--- src/rtl/img_wr_seq.sv ---
// img_wr_seq: image-write sequencer.
// Takes a raster-ordered pixel stream over valid/ready and issues one write
// per accepted pixel on the seq_* port, generating row/col addresses.
// It pulses frame_done together with the write of the final pixel.
// Optional build macro IMGWR_SYNC_CHK_EN adds SOF/EOL marker checking on
// err_sync. Without it, err_sync is tied to 0.
module img_wr_seq #(
    parameter int IMG_H  = 255,
    parameter int IMG_W  = 255,
    parameter int DATA_W = 32
) (
    input  logic              clk,
    input  logic              rst,
    input  logic              start,
    input  logic              hold,
    input  logic              in_valid,
    output logic              in_ready,
    input  logic [DATA_W-1:0] in_data,
    input  logic              in_sof,
    input  logic              in_eol,
    output logic              seq_we,
    output logic [15:0]       seq_row,
    output logic [15:0]       seq_col,
    output logic [DATA_W-1:0] seq_wdata,
    output logic              busy,
    output logic              frame_done,
    output logic              err_sync
);

    // Counters are at least one bit wide so that 1-row or 1-column images stay legal.
    // Images are assumed to fit the 16-bit address bus.
    localparam int ROW_W = (IMG_H > 1) ? $clog2(IMG_H) : 1;
    localparam int COL_W = (IMG_W > 1) ? $clog2(IMG_W) : 1;
    localparam logic [ROW_W-1:0] ROW_LAST = ROW_W'(IMG_H - 1);
    localparam logic [COL_W-1:0] COL_LAST = COL_W'(IMG_W - 1);

    typedef enum logic [1:0] {
        S_IDLE = 2'd0,
        S_RUN  = 2'd1,
        S_DONE = 2'd2
    } state_t;

    state_t r_state;
    state_t w_state_next;

    logic [ROW_W-1:0]  r_row;
    logic [COL_W-1:0]  r_col;
    logic              r_we;
    logic [15:0]       r_seq_row;
    logic [15:0]       r_seq_col;
    logic [DATA_W-1:0] r_wdata;

    logic w_in_ready;
    logic w_accept;
    logic w_row_last;
    logic w_col_last;
    logic w_arm;

    assign w_in_ready = (r_state == S_RUN) && !hold;
    assign w_accept   = in_valid && w_in_ready;
    assign w_row_last = (r_row == ROW_LAST);
    assign w_col_last = (r_col == COL_LAST);
    assign w_arm      = (r_state == S_IDLE) && start;

    // State register.
    always_ff @(posedge clk) begin
        if (rst) begin
            r_state <= S_IDLE;
        end else begin
            r_state <= w_state_next;
        end
    end

    // Next-state logic: DONE lasts exactly one cycle.
    always_comb begin
        w_state_next = r_state;
        case (r_state)
            S_IDLE: begin
                if (start) begin
                    w_state_next = S_RUN;
                end
            end
            S_RUN: begin
                if (w_accept && w_row_last && w_col_last) begin
                    w_state_next = S_DONE;
                end
            end
            S_DONE:  w_state_next = S_IDLE;
            default: w_state_next = S_IDLE;
        endcase
    end

    // Raster address counters: cleared on arm, advanced once per accepted pixel.
    always_ff @(posedge clk) begin
        if (rst || w_arm) begin
            r_row <= '0;
            r_col <= '0;
        end else if (w_accept) begin
            if (w_col_last) begin
                r_col <= '0;
                r_row <= w_row_last ? '0 : r_row + 1'b1;
            end else begin
                r_col <= r_col + 1'b1;
            end
        end
    end

    // Registered write port: one write the cycle after each accept.
    // Address and data hold their last values between writes.
    always_ff @(posedge clk) begin
        if (rst) begin
            r_we      <= 1'b0;
            r_seq_row <= '0;
            r_seq_col <= '0;
            r_wdata   <= '0;
        end else begin
            r_we <= w_accept;
            if (w_accept) begin
                r_seq_row <= 16'(r_row);
                r_seq_col <= 16'(r_col);
                r_wdata   <= in_data;
            end
        end
    end

`ifdef IMGWR_SYNC_CHK_EN
    logic r_err_sync;
    logic w_first_pix;

    assign w_first_pix = (r_row == '0) && (r_col == '0);

    // Sticky marker check. It only flags errors and never resynchronizes the counters.
    always_ff @(posedge clk) begin
        if (rst || w_arm) begin
            r_err_sync <= 1'b0;
        end else if (w_accept && ((in_sof != w_first_pix) || (in_eol != w_col_last))) begin
            r_err_sync <= 1'b1;
        end
    end

    assign err_sync = r_err_sync;
`else
    // The markers are ignored in this build.
    logic w_unused_markers;
    assign w_unused_markers = in_sof ^ in_eol;
    assign err_sync         = 1'b0;
`endif

    assign in_ready   = w_in_ready;
    assign seq_we     = r_we;
    assign seq_row    = r_seq_row;
    assign seq_col    = r_seq_col;
    assign seq_wdata  = r_wdata;
    assign busy       = (r_state != S_IDLE);
    assign frame_done = (r_state == S_DONE);

endmodule
--- config.mk ---
export PLATFORM = sky130hd
export DESIGN_NAME = img_wr_seq
export DESIGN_NICKNAME = d
export VERILOG_FILES = /design/src/rtl/img_wr_seq.sv
export SDC_FILE = /design/constraint.sdc
export NUM_CORES = 1
export LEC_CHECK = 0
export ABC_AREA = 1
export ABC_CLOCK_PERIOD_IN_PS = 1300
export CORE_MARGIN = 2
export CORE_UTILIZATION = 40
export CTS_CLUSTER_SIZE = 24
export DETAILED_ROUTE_END_ITERATION = 10
export PLACE_DENSITY = 0.85
export SLEW_MARGIN = 20
export SYNTH_ARGS = -nofsm -noshare
export SYNTH_HDL_FRONTEND = slang
export SYNTH_SLANG_ARGS = --single-unit
--- constraint.sdc ---
create_clock -name clk -period 1.3 [get_ports clk]
set_input_delay 0.195 -clock clk [delete_from_list [all_inputs] [get_ports clk]]
set_output_delay 0.195 -clock clk [all_outputs]
set_load 0.02 [all_outputs]
; Yosys cells after proc, flatten, opt, wreduce, memory -nomap -nowiden
; Cells that the tools add are included.
[totals]
ff_bits = 67
inputBits = 39
[classes]
add_sub_neg = 2
n_eq_ne = 6
muxes = 5
n_reduce_logical = 11
[op_table]
columns = operator, n
row1 = $add A8 B1 Y8 const B, 2
row2 = $eq A8 B8 Y1 const B, 2
row3 = $mux W8, 2
row4 = $logic_and A1 B1 Y1, 5
row5 = $mux W2, 2
row6 = $pmux W2 S2, 1
row7 = $reduce_and A2 Y1, 2
row8 = $eq A2 B1 Y1 const B, 1
row9 = $eq A2 B2 Y1 const B, 1
row10 = $logic_not A2 Y1, 1
row11 = $ne A2 B1 Y1 const B, 1
row12 = $ne A2 B2 Y1 const B, 1
row13 = $reduce_bool A2 Y1, 1
row14 = $logic_not A1 Y1, 1
row15 = $logic_or A1 B1 Y1, 1

; Longest topological paths before layout
; Gate-level depths: netlist of the first run.
[depth]
depth_word = 7
ltp_mapped = 10

; Worst setup path after synthesis of the first run
; Ideal clock, no wire load.
[synth_timing]
path_type = register to register
startpoint = register r_col[1]
endpoint = register r_row[7]
t_arrival_ns = 1.209
setup_slack_ns = -0.024
path_stages_with_launch = 10
synth_period_minus_slack_ns = 1.324
path_cell_list = dfxtp_1 > ha_1 > nand2_1 > nor2_1 > nand2_4 > nor2_8 > buf_6 > nand3_1 > nand3_1 > nor2_1
[synth_between]
elab_chain_cells = 2
[synth_lines]
columns = item, line
row1 = from (decl), 47  ; logic [COL_W-1:0] r_col;
row2 = from (signal assigned), 103  ; r_col <= r_col + 1'b1;
row3 = $eq A8 B8 Y1, 62  ; assign w_col_last = (r_col == COL_LAST);
row4 = $reduce_and A2 Y1 (no line), n/a
row5 = to (signal assigned), 101  ; r_row <= w_row_last ? '0 : r_row + 1'b1;
row6 = to (decl), 46  ; logic [ROW_W-1:0] r_row;
; Every way passes these cells.
; A chain may end at the register's enable or synchronous reset.

; Worst setup path in the final report of the first run
[layout_timing]
startpoint = register r_col[0]
endpoint = register r_row[0]
; The elaborated chain is that of the path after synthesis.

==> results of run 1 <==
## registers in the layout, indices dropped and copies added, names as in the netlist
signal     cells
r_col          8
r_row          8
r_state        2
seq_col        8
seq_row        8
seq_wdata     32
seq_we         1
## cells in the final DEF (no fill, tap or decap), drive strengths merged
master,Yosys,layout
nor2,99,99
dfxtp,67,67
dlygate4sd2,0,49
buf,27,46
o21ai,45,45
nand2,44,44
clkdlybuf4s50,0,36
inv,22,23
a21oi,19,19
conb,1,17
clkbuf,8,12
nand3,12,12
nor3,6,6
nand4,5,5
ha,4,4
a211oi,3,3
nand3b,3,3
xor2,2,2
clkinvlp,0,2
clkinv,0,2
bufinv,0,2
nor3b,1,1
## worst max-delay path by stage
stage / from / end / slack (ns) / cells past startpoint
after detailed placement: hold / seq_col[7] / -0.30 / 7
final: r_col[0] / r_row[0] / -0.07 / 10
after floorplan: r_col[0] / r_col[2] / 0.008 / 9
after CTS: r_col[0] / r_row[5] / -0.04 / 11
after global routing: r_col[0] / r_row[0] / -0.15 / 10
after global placement: in_valid / seq_col[7] / -0.25 / 6
## report_power, final
group          switching [uW]  internal [uW]
clock network             847           1090
logic                     342            284
registers                36.1           2120
total                    1220           3490
## layout make-up
cell class,instances,share of cell area (%)
clock buffer,9,2.77
tap,96,2.68
multi-input combinational,260,31.2
inverter,22,2.18
clock inverter,7,2.26
timing repair buffer,134,28.8
sequential,67,30.2
## synthesized netlist by cell type, types with 2 or more instances
master | count | area (um2)
inv_1 | 20 | 75.1
inv_2 | 2 | 7.51
dfxtp_1 | 67 | 1340
a21oi_2 | 3 | 26.3
buf_4 | 19 | 143
nand3b_1 | 3 | 22.5
a211oi_1 | 3 | 22.5
xor2_1 | 2 | 17.5
nand2_1 | 41 | 154
nor3_2 | 2 | 20.0
nand2_2 | 2 | 12.5
nor3_1 | 4 | 20.0
clkbuf_1 | 8 | 30.0
buf_6 | 4 | 45.0
nand3_1 | 11 | 55.1
nor2_1 | 97 | 364
ha_1 | 4 | 50.1
buf_2 | 3 | 15.0
o21ai_0 | 44 | 220
a21oi_1 | 16 | 80.1
nand4_1 | 3 | 18.8
## per-stage QoR
stage	utilization [%]	total power, uW	hold slack, ns	setup slack (ns)	instances
floorplan	-	2540	0.361	0.00843	384
global placement	57.8	2790	0.463	-0.253	571
detailed placement	57.8	2800	0.470	-0.305	571
CTS	60.7	4690	0.462	-0.0387	587
global route	65.2	4930	0.469	-0.147	595
finish	65.2	4720	0.452	-0.0729	595
## worst max-delay path, stage by stage, from the launching register on
cell     delay [ns]
dfxtp_2        0.32
inv_2          0.06
ha_4           0.13
nand2_4        0.05
nor2_4         0.12
nand2_4        0.08
nor2_8         0.17
buf_4          0.15
nand2_4        0.07
nand2_2        0.10
a21oi_1        0.04
## repair_timing
item                                    CTS  global route
endpoints found under the setup margin   79            66
setup buffers                             1             5
gates cloned                              0             3
pin swaps                                 3             8
resized for setup                        79            65
## routing by layer
layer | up-vias | wire [um] | part of all wire (%)
li1 | 1408 | - | -
met1 | 1298 | 3250 | 42
met2 | 91 | 3970 | 51
met3 | 8 | 448 | 5.8
met4 | 0 | 83 | 1.1
met5 | - | 0 | 0
## logic make-up (layout without fill, tap and decap cells)
group                    Yosys count  after routing  synth area share (%)
adder cells (fa/ha/maj)            4              4                  1.75
AND/OR/NAND/NOR                  170            170                  26.6
XOR/XNOR                           2              2                 0.613
other                              1             17                 0.131
buffers and inverters             57            172                  11.6
flip-flops                        67             67                  46.9
AO/OA/AOI/OAI                     67             67                  12.4
==> impl_results.md, run 1 <==
- Layout Skew: 0.00939 ns
- Area grow syn2layout: 56.7%
- Number of flops mapped to enable cells by yosys: 0
- Multi-input logic area: 1400 um2
- Clock Sinks: 67
- DR vias: 2805
- Reg-to-reg endpoint: r_row[0]
- Grt met2 use: 32.7%
- RSZ-0062 raised after global routing: yes
- Hold EP: seq_wdata[11]
- CP startpoint kind: flop
- Total number of H-tree levels: 3
- Status: complete, but fails checks
- Vias/cell: 4.71
- Max Cap Viol: 0
- Initial Util: 41.6%
- Critical Path RT: 1.55 ns
- Max Fclk: 728 MHz
- Vias in the first global route: 2607
- Final Cycle Share: 106%
- Placer Congestion: 0.835
- Die Wd: 88.5 um
- Final wirelength: 7750 um
- Ant diodes: 0
- Hold WC Path Type: input port to flop
- CTS buffer count: 9
- Syn Area/Cell: 7.77 um2
- Reg2Reg Depth: 10
- CP Capture Type: flop
- Antenna viol nets, final: 0
- Drt wl/cell: 13.0 um
- Initial antenna violation count: 0
- Worst IR Drop VDD: 0.610 mV
- Worst r2r src: r_col[0]
- Worst setup margin: -0.0729 ns
- Clk_lat worst skew: 0.35 ns
- CTS tree: yes
- Die Y: 88.5 um
- HP Start: in_data[11]
- Placed cell area: 3970 um2
- Top Usage Layer GRT: met2
- Drc violations: 0
- Leak: 0.00203 uW
- Yosys warning total: 0
- First-pass GRT wire length: 11300 um
- Async SR Flop Fraction: 0%
- Final instance area: 4480 um2
- Setup violators final: 11
- Clock Pin Slew Worst Setup and Hold Paths: 0.07 ns
- FF-to-FF setup slack: -0.07 ns
- Clk buf depth: 2
- 1st-iter DRT viols: 146
- Post-synthesis sequential area ratio: 46.9%
- Drt pass-1 iters: 4
- Synth cell types: 31
- Hold path cells: 3
- Failing checks: setup timing
- Synth Register Bits: 67
- Mapped cell area: 2860 um2
- Die ar.: 7840 um2
- Detailed Place HPWL: 5230 um
- Worst-path fanout max: 7
- Total track usage: 18.7%
- Setup tns final: -0.414 ns
- Post-synth top flop: dfxtp_1
- Number of port buffers: 88
- Hold Fails Final Rpt: 0
- Fill cells: 563
- Met3 usage: 6.34%
- Layout cell share with drive strength beyond 1: 24.0%
- Met1 Use GR: 20.5%
- Post-CTS Hold Buffers: 0
- Cells after Synth: 368
- Clk root buf: clkbuf_8
- FF/Latch Area: 1350 um2
- Largest net degree at the start of global routing: 33
- Crit Path Category: flop to flop
- Number of nets in the layout: 537
- Clock period minus worst slack: 1.37 ns
- # rows: 30
- Slew Viols, Final: 0
- PwrDens: 1050 nW/um2
- WP data arrival: 1.62 ns
- Core area: 6870 um2
- Total gr overflow: 0
- IO Pins: 108
(Power assumes the default switching activity.)
==> run 2: changes to the inputs <==
Settings changed: CAP_MARGIN set to 20, CORE_UTILIZATION 40 to 35, PLACE_DENSITY 0.85 to 0.76.
==> run 2 against run 1 <==
  * The run still ends with setup timing left
  * Wire length up 6.6%
  * Sequential power about the same
  * Critical endpoint is now seq_col[2]
  * Total power up 2.8%
  * Cell area up 5.7%
  * Critical path depth down 3
  * Combinational power up 6.4%
  * Largest power group unchanged
  * Via count up 1.5%
  * Clock power up 4%
  * Clock skew down 0.0015 ns
==> impl_results.md, run 2 (synthesized netlist as in run 1, its figures left out) <==
- Status: complete, but fails checks
- Failing checks: setup timing
- Die Wd: 94.4 um (+6.6%)
- Clock Sinks: 67 (unchanged)
- Dpl ws: -0.384 ns (-0.0791 ns)
- Max Fclk: 733 MHz (+0.59%)
- Clk_lat worst skew: 0.35 ns (about the same)
- Ant diodes: 0 (unchanged)
- # rows: 32 (+6.7%)
- Die Y: 94.4 um (+6.6%)
- Worst setup margin: -0.0649 ns (+0.00802 ns)
- Total track usage: 17.7% (-1.0 points)
- Setup tns final: -1.09 ns (-0.679 ns)
- Vias in the first global route: 2636 (+1.1%)
- Core area: 7810 um2 (+14%)
- Vias/cell: 4.68 (-0.80%)
- Placer Congestion: 0.819 (-1.9%)
- Die ar.: 8900 um2 (+14%)
- Clk root buf: clkbuf_8
- Layout Skew: 0.00788 ns (-0.00151 ns)
- Final Cycle Share: 105% (-0.62 points)
- Initial Util: 36.6% (-5.0 points)
- Antenna viol nets, final: 0 (unchanged)
- Clock Pin Slew Worst Setup and Hold Paths: 0.08 ns (about the same)
- Most frequent cells in the layout: 84 x nor2_1, 61 x dfxtp_1, 41 x dlygate4sd2_1
- CP startpoint kind: flop
- CTS tree: yes
- Number of port buffers: 88 (unchanged)
- Hold Fails Final Rpt: 0 (unchanged)
- Worst IR Drop VDD: 0.582 mV (-4.5%)
- Placed cell area: 4010 um2 (+1.1%)
- Clock period minus worst slack: 1.36 ns (-0.00802 ns)
- Total number of H-tree levels: 3 (unchanged)
- Drt pass-1 iters: 4 (unchanged)
- Post-CTS Hold Buffers: 0 (unchanged)
- CP Capture Type: flop
- FF-to-FF setup slack: -0.06 ns (about the same)
- Setup violators final: 26 (+15)
- Slew Viols, Final: 0 (unchanged)
- Initial antenna violation count: 0 (unchanged)
- Crit Path Category: flop to flop
- Drc violations: 0 (unchanged)
- 1st-iter DRT viols: 179 (+23%)
- Grt met2 use: 30.4% (-2.3 points)
- CTS buffer count: 9 (unchanged)
- Top Usage Layer GRT: met2
- IO Pins: 108 (unchanged)
- RSZ-0062 raised after global routing: yes
- Largest net degree at the start of global routing: 45 (+36%)
- PwrDens: 1020 nW/um2 (-2.8%)
- Commonest non-fill, non-tap cell in the layout: nor2_1
- Drt wl/cell: 13.6 um (+4.2%)
- Total gr overflow: 0 (unchanged)
- Max reg flops: 32 (unchanged)
- Hold WC Path Type: input port to flop
- Met1 Use GR: 21.3% (+0.80 points)
- Clk buf depth: 2 (unchanged)
- Worst-path fanout max: 7 (unchanged)
- Critical Path RT: 1.57 ns (+0.02 ns)
- First-pass GRT wire length: 12300 um (+9.2%)
- Area grow syn2layout: 65.7%
- Final Hold Slack: 0.463 ns (+0.0113 ns)
- Met3 usage: 3.27% (-3.1 points)
- Final wirelength: 8260 um (+6.6%)
- Layout cell share with drive strength beyond 1: 28.4% (+4.4 points)
- DR vias: 2848 (+1.5%)
- Final instance area: 4740 um2 (+5.7%)
- WP data arrival: 1.64 ns (+0.02 ns)
- Post-layout util: 60.7% (-4.6 points)
- Leak: 0.00209 uW (+2.7%)
- Number of nets in the layout: 545 (+1.5%)
- Max Cap Viol: 0 (unchanged)
- Detailed Place HPWL: 5200 um (-0.55%)
## run 2: critical path, stage by stage, from the launching register on
cell and delay, ns:
dfxtp_4 0.36, buf_6 0.11, nand4_4 0.12, buf_8 0.17, clkinv_8 0.08, buf_12 0.14, buf_16 0.14, a211oi_2 0.16
## run 2: timing repair
action | in CTS | in global routing
gates cloned | 3 | 2
setup endpoints to repair | 101 | 68
endpoints found under the hold margin | 0 | 0
pin swaps | 10 | 26
setup buffers | 4 | 8
gates resized for setup | 107 | 90
## run 2: power breakdown
group          total [uW]  internal, uW  switching, uW
Combinational         666           308            358
Sequential           2160          2120           40.1
Clock                2020          1190            833
Total                4850          3610           1230
## run 2: per-stage QoR
stage	power (uW)	instances
after floorplan	2540	384
after global placement	2800	580
after detailed placement	2810	580
after CTS	4810	602
after global routing	5020	609
final	4850	609
## run 2: routing by layer
| metal | wire [um] | part of all wire (%) |
|---|---|---|
| met1 | 3440 | 42 |
| met2 | 4250 | 51 |
| met3 | 415 | 5.0 |
| met4 | 158 | 1.9 |
| met5 | 0 | 0 |
## run 2: path summary, 6_finish.rpt
path | endpoint | cells after the start | startpoint
worst max-delay path | seq_col[2] | 7 | r_state[0]
worst min register to register | seq_wdata[29] | 2 | seq_wdata[29]
worst max register to register | seq_col[2] | 7 | r_state[0]
worst min-delay path | seq_wdata[16] | 3 | in_data[16]
## run 2: cell type report
| cell class | instances | area, um2 |
|---|---|---|
| Timing Repair inverter | 1 | 11.3 |
| Multi-Input combinational cell | 260 | 1530 |
| Sequential cell | 67 | 1350 |
| Timing Repair Buffer | 141 | 1380 |
| Clock buffer | 11 | 151 |
| Fill cell | 691 | 3070 |
| Tap cell | 102 | 128 |
| Clock inverter | 5 | 83.8 |
| Inverter | 22 | 95.1 |
